### config.mk
export PLATFORM = sky130hd
export DESIGN_NAME = decoder_scan_ctrl
export DESIGN_NICKNAME = d
export VERILOG_FILES = /design/src/rtl/decoder_scan_ctrl.sv
export SDC_FILE = /design/constraint.sdc
export NUM_CORES = 1
export LEC_CHECK = 0
export CAP_MARGIN = 20
export CORE_ASPECT_RATIO = 0.8
export CORE_MARGIN = 1
export CORE_UTILIZATION = 64
export DETAILED_ROUTE_END_ITERATION = 8
export DONT_BUFFER_PORTS = 1
export PLACE_DENSITY = 0.89
export SYNTH_ARGS = -nofsm -noshare
export SYNTH_HDL_FRONTEND = slang
export SYNTH_SLANG_ARGS = --single-unit
### constraint.sdc
create_clock -name clk -period 4.8 [get_ports clk]
set_input_delay 0 -clock clk [delete_from_list [all_inputs] [get_ports clk]]
set_output_delay 0 -clock clk [all_outputs]
set_load 0.005 [all_outputs]
### src/rtl/decoder_scan_ctrl.sv
// decoder_scan_ctrl: scan sequencer feeding a 3-to-8 decoder.
// Drives sel/en so one decoder line at a time is active: DWELL cycles of
// drive per channel, BLANK cycles of blanking between channels, channels
// 0..7 in order. Reports frame completion and a wrapping frame count.
// Optional feature macro: SCAN_SKIP_EN (skip channels whose mask bit is 0).
module decoder_scan_ctrl #(
    parameter int unsigned DWELL = 4,
    parameter int unsigned BLANK = 1,
    parameter int unsigned CNT_W = 8
) (
    input  logic             clk,
    input  logic             rst,
    input  logic             start,
    input  logic             stop,
    input  logic [7:0]       mask,
    output logic [2:0]       sel,
    output logic             en,
    output logic             busy,
    output logic             frame_done,
    output logic [CNT_W-1:0] frame_cnt
);

    // Phase counter must hold DWELL-1 and BLANK-1.
    localparam int unsigned PH_MAX = (DWELL > BLANK) ? DWELL : BLANK;
    localparam int unsigned PH_W   = (PH_MAX > 1) ? $clog2(PH_MAX) : 1;
    localparam logic [PH_W-1:0] DWELL_LD = PH_W'(DWELL - 1);
    localparam logic [PH_W-1:0] BLANK_LD = (BLANK > 0) ? PH_W'(BLANK - 1) : '0;

    typedef enum logic [1:0] {
        IDLE,
        DRIVE,
        GAP
    } state_t;

    state_t             state_q, state_d;
    logic [2:0]         sel_q, sel_d;
    logic               en_q, en_d;
    logic               busy_q, busy_d;
    logic               done_q, done_d;
    logic [CNT_W-1:0]   cnt_q, cnt_d;
    logic [PH_W-1:0]    ph_q, ph_d;
    logic               pend_q, pend_d;
    logic [2:0]         nxt_q, nxt_d;

    logic [7:0]         scan_mask;
    logic [3:0]         first_hit;
    logic [3:0]         next_hit;
    logic [2:0]         ch_next;
    logic               wrap;
    logic               halt;

`ifdef SCAN_SKIP_EN
    assign scan_mask = mask;
`else
    logic unused_mask;
    assign scan_mask   = '1;
    assign unused_mask = ^mask;
`endif

    // Lowest enabled channel at or above 'from'; bit 3 flags a hit.
    function automatic logic [3:0] find_from(input logic [7:0] m, input logic [3:0] from);
        logic [3:0] r;
        r = '0;
        for (int unsigned i = 0; i < 8; i++) begin
            if (!r[3] && m[i] && (i >= 32'(from))) begin
                r = {1'b1, 3'(i)};
            end
        end
        return r;
    endfunction

    assign first_hit = find_from(scan_mask, 4'd0);
    assign next_hit  = find_from(scan_mask, {1'b0, sel_q} + 4'd1);
    // No enabled channel above the current one: this channel ends the frame.
    assign wrap      = !next_hit[3];
    assign ch_next   = next_hit[3] ? next_hit[2:0] : first_hit[2:0];
    // Leave at the frame boundary on a pending/concurrent stop or an empty mask.
    assign halt      = wrap && (pend_q || stop || !first_hit[3]);

    // State and output registers; reset overrides everything.
    always_ff @(posedge clk) begin
        if (rst) begin
            state_q <= IDLE;
            sel_q   <= '0;
            en_q    <= 1'b0;
            busy_q  <= 1'b0;
            done_q  <= 1'b0;
            cnt_q   <= '0;
            ph_q    <= '0;
            pend_q  <= 1'b0;
            nxt_q   <= '0;
        end else begin
            state_q <= state_d;
            sel_q   <= sel_d;
            en_q    <= en_d;
            busy_q  <= busy_d;
            done_q  <= done_d;
            cnt_q   <= cnt_d;
            ph_q    <= ph_d;
            pend_q  <= pend_d;
            nxt_q   <= nxt_d;
        end
    end

    // Next-state and next-output logic; outputs are computed one cycle ahead
    // so every port comes straight from a flop.
    always_comb begin
        state_d = state_q;
        sel_d   = sel_q;
        en_d    = en_q;
        busy_d  = busy_q;
        done_d  = 1'b0;
        cnt_d   = cnt_q;
        ph_d    = ph_q;
        pend_d  = pend_q;
        nxt_d   = nxt_q;

        unique case (state_q)
            IDLE: begin
                if (start && first_hit[3]) begin
                    state_d = DRIVE;
                    sel_d   = first_hit[2:0];
                    en_d    = 1'b1;
                    busy_d  = 1'b1;
                    ph_d    = DWELL_LD;
                    pend_d  = stop;
                end
            end

            DRIVE: begin
                if (stop) begin
                    pend_d = 1'b1;
                end
                if (ph_q != '0) begin
                    ph_d = ph_q - PH_W'(1);
                end else begin
                    if (wrap) begin
                        done_d = 1'b1;
                        cnt_d  = cnt_q + CNT_W'(1);
                    end
                    if (halt) begin
                        state_d = IDLE;
                        sel_d   = '0;
                        en_d    = 1'b0;
                        busy_d  = 1'b0;
                        pend_d  = 1'b0;
                    end else if (BLANK > 0) begin
                        state_d = GAP;
                        en_d    = 1'b0;
                        ph_d    = BLANK_LD;
                        nxt_d   = ch_next;
                    end else begin
                        sel_d = ch_next;
                        ph_d  = DWELL_LD;
                    end
                end
            end

            GAP: begin
                if (stop) begin
                    pend_d = 1'b1;
                end
                if (ph_q != '0) begin
                    ph_d = ph_q - PH_W'(1);
                end else begin
                    state_d = DRIVE;
                    sel_d   = nxt_q;
                    en_d    = 1'b1;
                    ph_d    = DWELL_LD;
                end
            end

            default: begin
                state_d = IDLE;
                sel_d   = '0;
                en_d    = 1'b0;
                busy_d  = 1'b0;
            end
        endcase
    end

    assign sel        = sel_q;
    assign en         = en_q;
    assign busy       = busy_q;
    assign frame_done = done_q;
    assign frame_cnt  = cnt_q;

endmodule

Yosys cells after proc, flatten, opt, wreduce, memory -nomap -nowiden. Cells that the tools add are included.

$lt $le $gt $ge: 8. Equal/unequal tests: 7. Add/subtract/negate cells: 3. Reduce and logical (&&, ||, !) cells: 28. Bitwise gates (word level): 5. Mux-type cells: 37.

Operator list (count): $mux 4 (8); $ge 3x4->1 const A (4); $mux 2 (8); $mux 3 (5); $pmux 2 s3 (2); $reduce_and 3->1 (4); $mux 1 (10); $pmux 1 s3 (3); $pmux 3 s3 (1); $add 8x1->8 const B (1); $ge 1x4->1 const A (2); $ge 2x4->1 const A (2); $logic_and 1x1->1 (8); $logic_not 1->1 (8); $ne 2x2->1 const B (4); $reduce_and 4->1 (2); $not 1->1 (5); $add 3x1->4 const B (1); $ne 3x3->1 const B (1); $reduce_bool 3->1 (1); $reduce_or 3->1 (1); $eq 2x1->1 const B (1); $eq 2x2->1 const B (1); $logic_not 2->1 (1); 4 further kinds (4).

Bits in registers: 22. Input port bits: 12. Output and inout port bits: 14. Logic and storage cells: 97.

Depth between registers and ports, before layout.
Depth in word-level cells: 29. Depth in mapped cells: 7. Gate-level depth less buffers: 6.

Worst setup path before layout. No wires, ideal clock.

Path kind: register to register. From: reg state_q[0]. To: reg state_q[1]. Path buffers: 1. Slack: 3.107 ns. Data arrival time: 1.625 ns. Clock period less this slack: 1.693 ns. Stages on the path, launching flop included: 8. Setup time: 0.067 ns. Path through: dfxtp_1 > inv_1 > ha_1 > buf_4 > o21ba_4 > or2_4 > or3_1 > a21oi_2.

Cells in the longest elaborated chain, start to end: 3.

RTL lines: start, declared (RTL line 35) `state_t state_q, state_d;`; start signal, assigned (RTL line 93) `state_q <= state_d;`; $eq 2x1->1 (tied with other cells) (RTL line 118) `unique case (state_q)`; $ne 2x2->1 (no source line); $reduce_and 3->1 (no source line).

Several ways; a longest one is shown, not always the timed one. A chain may end at the register's enable or synchronous reset.

Final worst setup path.
From: reg state_q[1]. To: reg ph_q[0].

Cells in the longest elaborated chain, start to end: 3.

RTL lines: $eq 2x1->1 (tied with other cells) (RTL line 118); $ne 3x3->1 (no source line) (tied with other cells); $reduce_and 3->1 (no source line); end signal, assigned (RTL line 99) `ph_q <= ph_d;`; end, declared (RTL line 41) `logic [PH_W-1:0] ph_q, ph_d;`.

Several ways; a longest one is shown, not always the timed one.

==> run summary <==
- 12 — Worst Path Max Fanout
- 0 — maxcap violations
- 0.430 — crit share post-route
- 0.360 — Seq/Total Area, Yosys
- 0 — total number of yosys warnings
- 24 — pin count of the biggest net entering global routing
- 1220 um^2 — Post-Synthesis Cell Area
- 0.421 — worst slew margin relative to its limit
- 2.28 ns — Data arrival, critical path
- 137 — cells after synthesis
- 22 — number of register bits inferred by synthesis
- 0 — fraction of synthesis flops using an asynchronous set or reset pin
- 0 — count of flip-flops with a built-in enable after synthesis
- 5.01 ns — CP Data Required Time
- 2090 um^2 — die area
- 0 — number of diodes added for antenna fixing
- 0 — antenna violations before repair
- 0 — grt ovf
- register — Worst Setup End Kind
- 163 — layout net count
- 8.92 um^2 — mean area per synthesized cell
- 0.866 ns — transition time at the pin with the least slew margin
- 19 — initial DRC count
- 3.87 mm — wire length of the first global-routing pass
- 1.76 mm — total half-perimeter wirelength after legalization and detailed placement
- 15.3 um — drt wl/cell
- 2.07 ns — post-layout minimum cycle time
- 6.26 — vias per cell
- complete, no violations — status
- 4 — DRT Pass-1 Iters
- clkbuf_4 — root buffer cell
- 2.73 ns — R2R setup slack
- 0 — number of I/O port buffers
- 41.1 um — vertical die dimension
- 1 — H-tree levels
- 3.99% — synthesis-to-layout area growth
- 0 — DRC violation count after routing
- 3 — number of buffers created by CTS
- 0 — Pins Over Slew Limit
- yes — CTS tree
- 0.716 — Initial Util
- start — startpoint of the lowest-slack hold path
- register — Critical Path Source Type
- 26 — Top Ports
- 3 — number of cells on the worst hold path
- 0 ns — accumulated negative setup slack
- 1,002 — via count of the routed design
- 0.441 nW — Static Leakage
- 0 — residual antenna-violating net count after detailed routing
- 465 nW/um^2 — total power divided by cell area
- 0.484 GHz — maximum clock rate
- 0.592 mW — Design Power
- ph_q[1] — hold worst-path end
- 0.0368 ns — Fin Hold WS
- 160 — net count of the mapped netlist
- 335 uV — worst-case vdd ir drop
- 0.31 ns — clk_lat worst skew
- dfxtp_1 — most instantiated flip-flop cell in the synthesis netlist
- 2.79 ns — setup slack at placement
- 2.73 ns — slack of the critical path
- state_q[1] — RR Startpoint
- 0.12 ns — Clk pin slew, worst setup/hold paths
- no — RSZ-0062 raised after global routing
- 1710 um^2 — standard cell core area
- in2reg — class of the tightest hold or removal check
- 6 — Worst Reg2Reg Path Length in Cells
- 0.0870 — proportion of layout cells with a drive suffix above 1
- 889 — via count of the first global-routing pass
- 2.45 mm — total wirelength of the detailed-routed design
- 50.9 um — die outline width
- 2 — Max Root-Sink Buffers
- 0.263 — global router's overall resource usage
- 0 — number of setup violations in the final report
- 0.0157 ns — worst clock skew
- 0.854 — GPL Wtd Cong
- 39 — Yosys cell types
- 0 — number of gates resized after cts
- 0 — final hold vios
- ph_q[0] — Worst R2R End
- reg2reg — kind of critical path
- 22 — Sinks on Clock Net
- 13 — standard-cell rows
per-stage QoR:
| stage | cell area (um^2) | cells | utilization |
|---|---|---|---|
| detailed placement | 1220 | 154 | 0.714 |
| global route | 1270 | 160 | 0.744 |
| global placement | 1220 | 154 | 0.714 |
| CTS | 1270 | 160 | 0.744 |
| finish | 1270 | 160 | 0.744 |
| floorplan | 1220 | 137 | - |
layout make-up:
class                   instances  area [um^2]
fillers                       136          437
multi-input cells              98          706
flip-flops and latches         22          440
well taps                      22         27.5
clock buffers                   3         22.5
repair buffers                  3         30.0
inverters                      12         45.0
cell usage in the layout (no fill, tap or decap), types with 5 or more instances in the layout:
cell type	Yosys	layout
a211oi_1	7	7
a21oi_1	9	9
dfxtp_1	22	22
ha_1	11	11
inv_1	12	12
nand2_1	7	7
nand3_1	5	5
nor2_1	11	11
xnor2_1	6	6
cell usage after synthesis (all sizes together) (3+ instances only):
library cell	instances	area [um^2]
a211oi	8	65.1
a21oi	10	53.8
buf	3	23.8
dfxtp	22	440
ha	11	138
inv	12	45.0
nand2	8	32.5
nand2b	4	25.0
nand3	6	35.0
nor2	11	41.3
nor2b	4	25.0
nor3	4	20.0
nor4	4	25.0
xnor2	6	52.6
worst max-delay path, cell delays in order, from the launching register on:
cell and delay, ns:
dfxtp_1 0.36, inv_1 0.09, ha_1 0.44, nand2_2 0.24, o311ai_2 0.36, a2111oi_0 0.15, a211oi_1 0.32
routing by layer:
layer	part of all wire	GRT usage	routed length, um
met2	0.47	0.487	1160
met4	0.014	0.0625	34
met1	0.46	0.309	1140
met3	0.050	0.0815	123
met5	0	0	0
where the power goes:
| group | switching [mW] | total, mW | internal [mW] |
|---|---|---|---|
| sequential | 0.0254 | 0.240 | 0.215 |
| clock | 0.0527 | 0.0820 | 0.0293 |
| combinational | 0.159 | 0.270 | 0.111 |
timing repair:
item	4_1_cts	5_1_grt
setup buffers	0	0
hold endpoints to repair	22	0
hold buffers	3	0
sequential cells by signal, summed over array words and instances, names as in the netlist:
signal      flops
frame_cnt       8
nxt_q           3
state_q         2
sel             3
en              1
ph_q            2
busy            1
pend_q          1
frame_done      1
worst max-delay path by stage:
stage	start	endpoint	depth (start not counted)
floorplan	state_q[0]	state_q[1]	7
global placement	state_q[1]	frame_cnt[7]	5
detailed placement	state_q[1]	ph_q[0]	6
CTS	state_q[1]	ph_q[0]	6
global route	state_q[1]	ph_q[0]	6
finish	state_q[1]	ph_q[0]	6
kinds of logic after synthesis:
kind of cell / Yosys count / share of synthesized area
AOI/OAI and AO/OA: 31 / 0.192
xor gates and xnor gates: 6 / 0.0430
and+or+nand+nor: 48 / 0.212
DFF: 22 / 0.360
adders and majority gates: 11 / 0.113
buffers and inverters: 17 / 0.0624
muxes: 2 / 0.0174
Note: power is estimated with default switching activity, not from simulation.
